## config.mk

```make
export PLATFORM = sky130hd
export DESIGN_NAME = button_bounce_gen
export DESIGN_NICKNAME = d
export VERILOG_FILES = /design/src/rtl/button_bounce_pkg.sv /design/src/rtl/bounce_lfsr.sv /design/src/rtl/button_bounce_gen.sv
export SDC_FILE = /design/constraint.sdc
export NUM_CORES = 1
export LEC_CHECK = 0
export CORE_UTILIZATION = 55
export CTS_CLUSTER_SIZE = 40
export DETAILED_ROUTE_END_ITERATION = 16
export PLACE_DENSITY = 0.75
export SLEW_MARGIN = 5
export SYNTH_ARGS = -nofsm -noshare
export SYNTH_HDL_FRONTEND = slang
export SYNTH_HIERARCHICAL = 1
export SYNTH_SLANG_ARGS = --single-unit
```

## constraint.sdc

```tcl
create_clock -name clk_i -period 2.4 [get_ports clk_i]
set_input_delay 0.48 -clock clk_i [delete_from_list [all_inputs] [get_ports clk_i]]
set_output_delay 0.48 -clock clk_i [all_outputs]
set_load 0.01 [all_outputs]
```

## src/rtl/button_bounce_pkg.sv

```systemverilog
// Shared FSM encoding and LFSR constants for button_bounce_gen.
package button_bounce_pkg;

  localparam int LFSR_W = 16;
  localparam logic [LFSR_W-1:0] LFSR_MASK         = 16'hB400;
  localparam logic [LFSR_W-1:0] LFSR_DEFAULT_SEED = 16'hACE1;

  // state  | meaning
  // IDLE   | outputs stable, watching press_i against the settled state
  // BOUNCE | emitting glitch segments on the switch line
  // SETTLE | switch line at its final level, waiting out the debounce window
  typedef logic [1:0] bb_state_t;
  localparam bb_state_t ST_IDLE   = 2'd0;
  localparam bb_state_t ST_BOUNCE = 2'd1;
  localparam bb_state_t ST_SETTLE = 2'd2;

  // An all-zero Galois LFSR is stuck, so a zero seed is promoted to 1.
  function automatic logic [LFSR_W-1:0] lfsr_fix_seed(input logic [LFSR_W-1:0] seed);
    return (seed == '0) ? {{(LFSR_W-1){1'b0}}, 1'b1} : seed;
  endfunction

endpackage

```

## src/rtl/bounce_lfsr.sv

```systemverilog
// 16-bit Galois LFSR (x^16+x^14+x^13+x^11+1) used to randomise bounce segment lengths.
module bounce_lfsr
  import button_bounce_pkg::*;
#(
  parameter logic [LFSR_W-1:0] SEED = LFSR_DEFAULT_SEED
) (
  input  logic              clk_i,
  input  logic              rst_i,
  input  logic              i_en,
  output logic [LFSR_W-1:0] o_value
);

  localparam logic [LFSR_W-1:0] SEED_EFF = lfsr_fix_seed(SEED);

  logic [LFSR_W-1:0] r_lfsr;

  always_ff @(posedge clk_i or posedge rst_i) begin
    if (rst_i) begin
      r_lfsr <= SEED_EFF;
    end else if (i_en) begin
      r_lfsr <= (r_lfsr >> 1) ^ (r_lfsr[0] ? LFSR_MASK : '0);
    end
  end

  assign o_value = r_lfsr;

endmodule

```

## src/rtl/button_bounce_gen.sv

```systemverilog
// Mechanical push-button emulator: glitch burst, then a settled level longer than the debounce window.
// Define BUTTON_BOUNCE_GEN_LFSR_EN for pseudo-random segment lengths; otherwise segments are fixed.
module button_bounce_gen
  import button_bounce_pkg::*;
#(
  parameter int          BOUNCES       = 4,
  parameter int          HOLD_W        = 4,
  parameter int          SETTLE_CYCLES = 1100,
  parameter logic [15:0] LFSR_SEED     = 16'hACE1
) (
  input  logic clk_i,
  input  logic rst_i,
  input  logic press_i,
  output logic sw_o,
  output logic state_o,
  output logic busy_o,
  output logic done_o
);

  localparam int TGL_W = (BOUNCES > 0) ? $clog2(2 * BOUNCES + 1) : 1;
  localparam int SET_W = (SETTLE_CYCLES > 0) ? $clog2(SETTLE_CYCLES + 1) : 1;
  localparam logic [TGL_W-1:0] TGL_LAST   = TGL_W'(2 * BOUNCES);
  localparam logic [SET_W-1:0] SET_RELOAD = (SETTLE_CYCLES > 0) ? SET_W'(SETTLE_CYCLES - 1) : '0;

  // Hold counter holds (segment length - 1) so it never needs a value of 2^HOLD_W.
  logic [HOLD_W-1:0] w_hold_reload;

`ifdef BUTTON_BOUNCE_GEN_LFSR_EN
  logic [LFSR_W-1:0] w_lfsr;
  logic [LFSR_W-1:0] w_unused_lfsr;

  bounce_lfsr #(
    .SEED(LFSR_SEED)
  ) u_lfsr (
    .clk_i  (clk_i),
    .rst_i  (rst_i),
    .i_en   (1'b1),
    .o_value(w_lfsr)
  );

  assign w_hold_reload = w_lfsr[HOLD_W-1:0];
  assign w_unused_lfsr = w_lfsr;
`else
  logic [LFSR_W-1:0] w_unused_seed;

  assign w_hold_reload = HOLD_W'((1 << (HOLD_W - 1)) - 1);
  assign w_unused_seed = LFSR_SEED;
`endif

  bb_state_t         r_state;
  logic              r_target;
  logic              r_sw;
  logic              r_level;
  logic              r_busy;
  logic              r_done;
  logic [HOLD_W-1:0] r_hold;
  logic [TGL_W-1:0]  r_tgl;
  logic [SET_W-1:0]  r_settle;

  always_ff @(posedge clk_i or posedge rst_i) begin
    if (rst_i) begin
      r_state  <= ST_IDLE;
      r_target <= 1'b0;
      r_sw     <= 1'b1;
      r_level  <= 1'b0;
      r_busy   <= 1'b0;
      r_done   <= 1'b0;
      r_hold   <= '0;
      r_tgl    <= '0;
      r_settle <= '0;
    end else begin
      r_done <= 1'b0;
      case (r_state)
        ST_IDLE: begin
          if (press_i != r_level) begin
            r_target <= press_i;
            r_busy   <= 1'b1;
            if (BOUNCES == 0) begin
              r_state  <= ST_SETTLE;
              r_sw     <= ~press_i;
              r_settle <= SET_RELOAD;
            end else begin
              r_state <= ST_BOUNCE;
              r_sw    <= ~r_sw;
              r_hold  <= w_hold_reload;
              r_tgl   <= TGL_W'(1);
            end
          end
        end
        ST_BOUNCE: begin
          if (r_hold != '0) begin
            r_hold <= r_hold - 1'b1;
          end else if (r_tgl == TGL_LAST) begin
            // Even toggle count: line is back at the old level, now make the real transition.
            r_state  <= ST_SETTLE;
            r_sw     <= ~r_target;
            r_settle <= SET_RELOAD;
          end else begin
            r_sw   <= ~r_sw;
            r_tgl  <= r_tgl + 1'b1;
            r_hold <= w_hold_reload;
          end
        end
        ST_SETTLE: begin
          if (r_settle != '0) begin
            r_settle <= r_settle - 1'b1;
          end else begin
            r_state <= ST_IDLE;
            r_level <= r_target;
            r_done  <= 1'b1;
            r_busy  <= 1'b0;
          end
        end
        default: r_state <= ST_IDLE;
      endcase
    end
  end

  assign sw_o    = r_sw;
  assign state_o = r_level;
  assign busy_o  = r_busy;
  assign done_o  = r_done;

endmodule

```

==> impl_metrics.tcl <==
set metrics [dict create \
    status "complete, no violations" \
    dp_slack_ns 0.2153 \
    synth_fa_ha_area_share_pct 3.568 \
    tightest_slew_ns 0.6286 \
    final_cell_mix "dfrtp_1 (25), nand2_1 (12), inv_1 (11)" \
    fp.dieArea_um2 2756 \
    start_util_pct 61.06 \
    synth_top_area_share_pct 44.60 \
    dp_hpwl_um 2117 \
    drive_gt1_share_pct 13.16 \
    start_kind "register" \
    reg2reg_to "r_tgl[0]" \
    yosys_most_used_dff "dfrtp_1" \
    clock-sinks 26 \
    leakage_nw 0.7477 \
    placedCellCount 176 \
    r2r_setup_slack_ns 0.33 \
    slew_headroom_pct 57.71 \
    syn_avg_cell_area_um2 9.877 \
    place_area_um2 1506 \
    crit_required_ns 2.63 \
    post_drt_via_cell_ratio 6.111 \
    vias 1100 \
    area_growth_pct 11.15 \
    async_flop_share_pct 100.0 \
    p_int_mw 1.044 \
    postLayoutCoreUtil_pct 67.86 \
    antenna_found_initial 0 \
    num_rows 17 \
    synth-seq-cells 26 \
    period_share_pct 86.24 \
    postRouteAntennaNets 0 \
    netlist_area_um2 1403 \
    drv_slew 0 \
    ys_types 47 \
    final_common_cell "dfrtp_1" \
    critical_path_class "register to register" \
    peakVddDrop_mv 0.7230 \
    clock_skew_ns 0.01777 \
    core_um2 2297 \
    syn_nets 149 \
    grt_pass1_vias 1081 \
    grt-ovfl-total 0 \
    yosysSeqAreaShare_pct 46.48 \
    drtIter0Drc 29 \
    clock_path_buffers 2 \
    clockRootBuffer "clkbuf_4" \
    place.gp.congestion 0.8431 \
    p_per_area_nw_per_um2 1044 \
    synth_mux_area_share_pct 5.263 \
    swShare_pct 35.88 \
    insertion_delay_ns 0.34 \
    synth_top_family_by_area "simple AND/OR/NAND/NOR gates" \
    fin_crit_ns 2.070 \
    setup_ws_ns 0.3303 \
    crit_path_max_fanout 5 \
    h-tree-depth 1 \
    clock_power_share_pct 18.7 \
    drc 0 \
    wl_per_cell_um 15.63 \
    reg2reg_depth 6 \
    rsz0062_at_grt "no" \
    timing.fmax_mhz 483.2 \
    min_path_type "primary input to asynchronous set/reset pin" \
    cts_tree "built" \
    critical_path_arrival_ns 2.29 \
    cts_resized 0 \
    hold_buffers 0 \
    port_buffers 6 \
    p_sw_uw 584.0 \
    grtUsageTotal_pct 25.68 \
    synthTopCellsByArea "dfrtp_1 (45%), ha_1 (3.6%), nand2_1 (3.2%), inv_1 (2.9%), mux2i_1 (2.9%)" \
    setup_violations 0 \
    crit_path_end_kind "register" \
    grt_pass1_wl_um 5092 \
    synth_xor_area_share_pct 1.873 \
    synth.largest_area_cell "dfrtp_1" \
    hold_violations 0 \
    antenna_cells 0 \
    p_seq_share_pct 42.3 \
    synth_compound_area_share_pct 15.43 \
    ioPinCount 7 \
    die_h_um 52.50 \
    clk_pin_slew_worst_paths_ns 0.15 \
    synth-edff-count 0 \
    drv_cap 0 \
    drtPass1Iterations 4 \
    postCtsSetupRepairBufs 0 \
    design_area_um2 1559 \
    finalNonFillerCells 180 \
    synth-simple-area-share_pct 23.46 \
    r2r_start "r_hold[0]" \
    grt_max_degree 27 \
    p_comb_share_pct 39.0 \
    fin_tns_setup_ns 0 \
    dieWidth_um 52.50 \
    cts_inserted_buffers 3 \
    yosys_warnings 6 \
    synth_cells 142 \
    fin_nets 160 \
    postRouteWirelength_um 2814 \
]
-- how the worst max path moves through the flow --
stage / slack (ns) / to / start / cells past startpoint
3_3_place_gp: 0.29 / r_tgl[0] / press_i / 5
3_5_place_dp: 0.22 / r_tgl[0] / press_i / 5
2_1_floorplan: 0.48 / r_tgl[0] / r_hold[0] / 6
4_1_cts: 0.33 / r_tgl[0] / r_hold[0] / 6
5_1_grt: 0.14 / r_tgl[0] / r_hold[0] / 6
6_report: 0.33 / r_tgl[0] / r_hold[0] / 6
-- through the flow --
stage	total power [mW]	hold WS (ns)
after floorplan	1.137	0.4662
after global placement	1.287	0.4688
after detailed placement	1.328	0.4684
after CTS	1.636	0.4724
after global routing	1.765	0.5191
final	1.628	0.4658
-- synth_stat cells (4+ instances only) --
cell and number:
dfrtp_1 25, nor3_1 5, nor2_1 7, ha_1 4, nand2_1 12, a21oi_1 7
inv_1 11, o21ai_0 7, or4_1 4, mux2i_1 4
-- logic make-up after synthesis --
group	after synthesis
flip-flops	26
XOR/XNOR	3
buffers and inverters	14
multiplexers	7
AO/OA/AOI/OAI	32
adder cells (fa/ha/maj)	4
AND/OR/NAND/NOR	56
-- sequential cells by signal, summed over array words and instances (netlist names) --
register	flops
r_hold	4
r_tgl	4
done_o	1
r_settle	11
sw_o	1
busy_o	1
r_state	2
r_target	1
state_o	1
-- routing by layer --
metal  routed length, um  global-route usage [%]  share of wire [%]
met5                   0                       0                  0
met4                  35                   10.96                1.2
met1                1395                   34.95                 50
met3                  93                   2.609                3.3
met2                1290                   41.35                 46
-- power groups by stage --
stage | combinational (mW) | sequential (mW) | clock [mW]
3_3_place_gp | 0.597 | 0.690 | 0
2_1_floorplan | 0.469 | 0.668 | 0
4_1_cts | 0.637 | 0.686 | 0.313
3_5_place_dp | 0.634 | 0.694 | 0
6_report | 0.635 | 0.688 | 0.305
5_1_grt | 0.729 | 0.707 | 0.329
-- layout make-up --
class	count	area [um^2]
fill	203	738.2
multi-input combinational	102	695.7
sequential	26	651.9
timing repair buffer	9	82.58
inverter	11	41.29
tap	28	35.03
clock inverter	1	30.03
clock buffer	3	22.52
-- worst max-delay path, cell delays in order (launching register included) --
cell,delay (ns)
dfrtp_1,0.43
inv_1,0.07
ha_1,0.20
nor3b_1,0.32
a2bb2oi_1,0.20
a21oi_1,0.38
mux2_2,0.38
No activity file was read; power rests on OpenSTA's default activity.
==> edit: new RTL, same flow settings <==
Set the parameter `BOUNCES` to 2 (it was 4).
--- a/src/rtl/button_bounce_gen.sv
+++ b/src/rtl/button_bounce_gen.sv
@@ -3,7 +3,7 @@
 module button_bounce_gen
   import button_bounce_pkg::*;
 #(
-  parameter int          BOUNCES       = 4,
+  parameter int          BOUNCES       = 2,
   parameter int          HOLD_W        = 4,
   parameter int          SETTLE_CYCLES = 1100,
   parameter logic [15:0] LFSR_SEED     = 16'hACE1
Function: no difference found for any inputs over 10 cycles, from zero or initial values and one cycle with rst_i high; that may be too few to reach the edited logic, so the function may still have changed.
==> edit against the original RTL <==
  * Power fell by 14%
  * Area after synthesis fell by 8.1%
  * Setup slack improved by 0.14 ns
  * Global-route usage fell by 2.5 points
  * Critical path depth did not move
  * Sequential power fell by 4.4%
  * Fmax rose by 7.0%
  * Sequential cell count fell by 1
  * Wire length fell by 14%
  * Cell area fell by 9.5%
  * Largest cell class is now registers
==> edit: results (changes against the original RTL) <==
GR Util All Layers: 23.2% (-2.5 points)
Ant diodes: 0 (unchanged)
Inserted Clock Buffers: 3 (unchanged)
Worst-case reg-to-reg path depth: 6 (unchanged)
FILL cells: 200 (-1.5%)
Clock insertion delay at the later pin of the skew report: 0.33 ns
R2R setup slack: 0.47 ns (+0.14 ns)
Clk slew on worst S/H paths: 0.14 ns
First-pass DRT Iterations: 4 (unchanged)
Synth cell count leaders: dfrtp_1 (24), nand2_1 (14), nor2_1 (10)
Biggest regs: r_settle (11), r_hold (4), r_tgl (3)
Number of global-route vias before repair: 988 (-8.6%)
Area of placed instances: 1390 um^2 (-8.1%)
Critical R2R Launch: r_settle[0]$_DFFE_PP0P_
CTS max path bufs: 2 (unchanged)
Largest net degree at the start of global routing: 16 (-41%)
FFs w/ async S/R, synth: 100% (unchanged)
Netlist cell types: 41 (-13%)
Main synth FF type: dfrtp_1
Worst Path Arrival: 2.17 ns (-0.12 ns)
Net Sw Frac: 38.9% (+3.0 points)
Synth area leaders: dfrtp_1 (47%), mux2i_1 (4.7%), nand2_1 (4.1%), ha_1 (3.9%), a21oi_1 (3.5%)
Seq/Total Area, Yosys: 48.6% (+2.2 points)
# resized after CTS: 0 (unchanged)
Synth warn: 6 (unchanged)
Max VDD drop: 0.538 mV (-26%)
Port bufs: 6 (unchanged)
Initial antenna violation count: 0 (unchanged)
Worst min path class: input pin to async pin
Nets: 150 (-6.3%)
Syn_nets: 140 (-6.0%)
Detail Placement HPWL: 1.79 mm (-15%)
Post CTS Setup Buffer Count: 0 (unchanged)
Status: finished clean
Max_slew headroom: 58.9% (+1.2 points)
RePlAce Congestion: 0.797 (-5.5%)
Vias per Instance: 5.84 (-4.5%)
LEAKAGE: 0.671 nW (-10%)
Root buf cell: clkbuf_4
Initial DRC Count: 18 (-38%)
Crit Path Max Fanout: 4 (-1)
Share of cells above drive strength 1: 7.04% (-6.1 points)
First-pass GRT wire length: 4.37 mm (-14%)
Routed WL per cell: 14.2 um (-9.1%)
Worst Skew: 0.00717 ns (-0.0106 ns)
Htree depth: 1 (unchanged)
Worst r2r dst: state_o$_DFFE_PP0P_
[edit: layer usage]
layer | part of all wire (%) | global-route usage, % | up-vias
met4 | 1.8 | 9.72 | 0
li1 | - | - | 489
met3 | 2.1 | 3.64 | 5
met2 | 45 | 35.6 | 18
met5 | 0 | 0 | -
met1 | 51 | 32.5 | 480
[edit: worst max-delay path by stage]
stage | startpoint | to | slack, ns
2_1_floorplan | r_settle[0]$_DFFE_PP0P_ | r_settle[8]$_DFFE_PP0P_ | 0.67
3_3_place_gp | press_i | r_hold[1]$_DFFE_PP0P_ | 0.45
3_5_place_dp | press_i | r_hold[1]$_DFFE_PP0P_ | 0.39
4_1_cts | r_settle[0]$_DFFE_PP0P_ | state_o$_DFFE_PP0P_ | 0.45
5_1_grt | r_settle[0]$_DFFE_PP0P_ | state_o$_DFFE_PP0P_ | 0.32
6_report | r_settle[0]$_DFFE_PP0P_ | state_o$_DFFE_PP0P_ | 0.47
[edit: cells by family after synthesis]
group	Yosys count	share of synthesized area, %
and+or+nand+nor	59	24.5
DFF	25	48.6
buffers and inverters	12	3.69
adders and majority gates	4	3.88
xor gates and xnor gates	2	1.36
muxes	8	6.41
AOI/OAI and AO/OA	23	11.6
[edit: critical path, stage by stage, from the launching register on]
cell     delay [ns]
dfrtp_1        0.43
inv_1          0.07
ha_1           0.18
nor3b_1        0.33
nand2_1        0.17
nor3_2         0.31
mux2_1         0.35
[edit: power by group through the flow]
| stage | clock network (mW) | registers, mW | logic (mW) |
|---|---|---|---|
| 3_5_place_dp | 0 | 0.664 | 0.551 |
| 2_1_floorplan | 0 | 0.626 | 0.452 |
| 3_3_place_gp | 0 | 0.654 | 0.520 |
| 6_report | 0.199 | 0.658 | 0.547 |
| 4_1_cts | 0.198 | 0.657 | 0.552 |
| 5_1_grt | 0.214 | 0.678 | 0.638 |
[edit: metrics by stage]
step	setup slack, ns	instances	util, %	total power [mW]	hold slack [ns]
global placement	0.445	166	62.6	1.17	0.479
global route	0.322	170	63.8	1.53	0.469
detailed placement	0.388	166	62.6	1.22	0.496
floorplan	0.667	133	-	1.08	0.459
finish	0.466	170	63.8	1.40	0.408
CTS	0.446	170	63.8	1.41	0.425
[edit: area by class of cell]
class	instances	area (um^2)	share of cell area, %
repair buffers	8	75.1	5.32
flip-flops and latches	25	627	44.4
well taps	28	35.0	2.48
inverters	9	33.8	2.39
clock buffers	4	26.3	1.86
multi-input cells	96	614	43.5
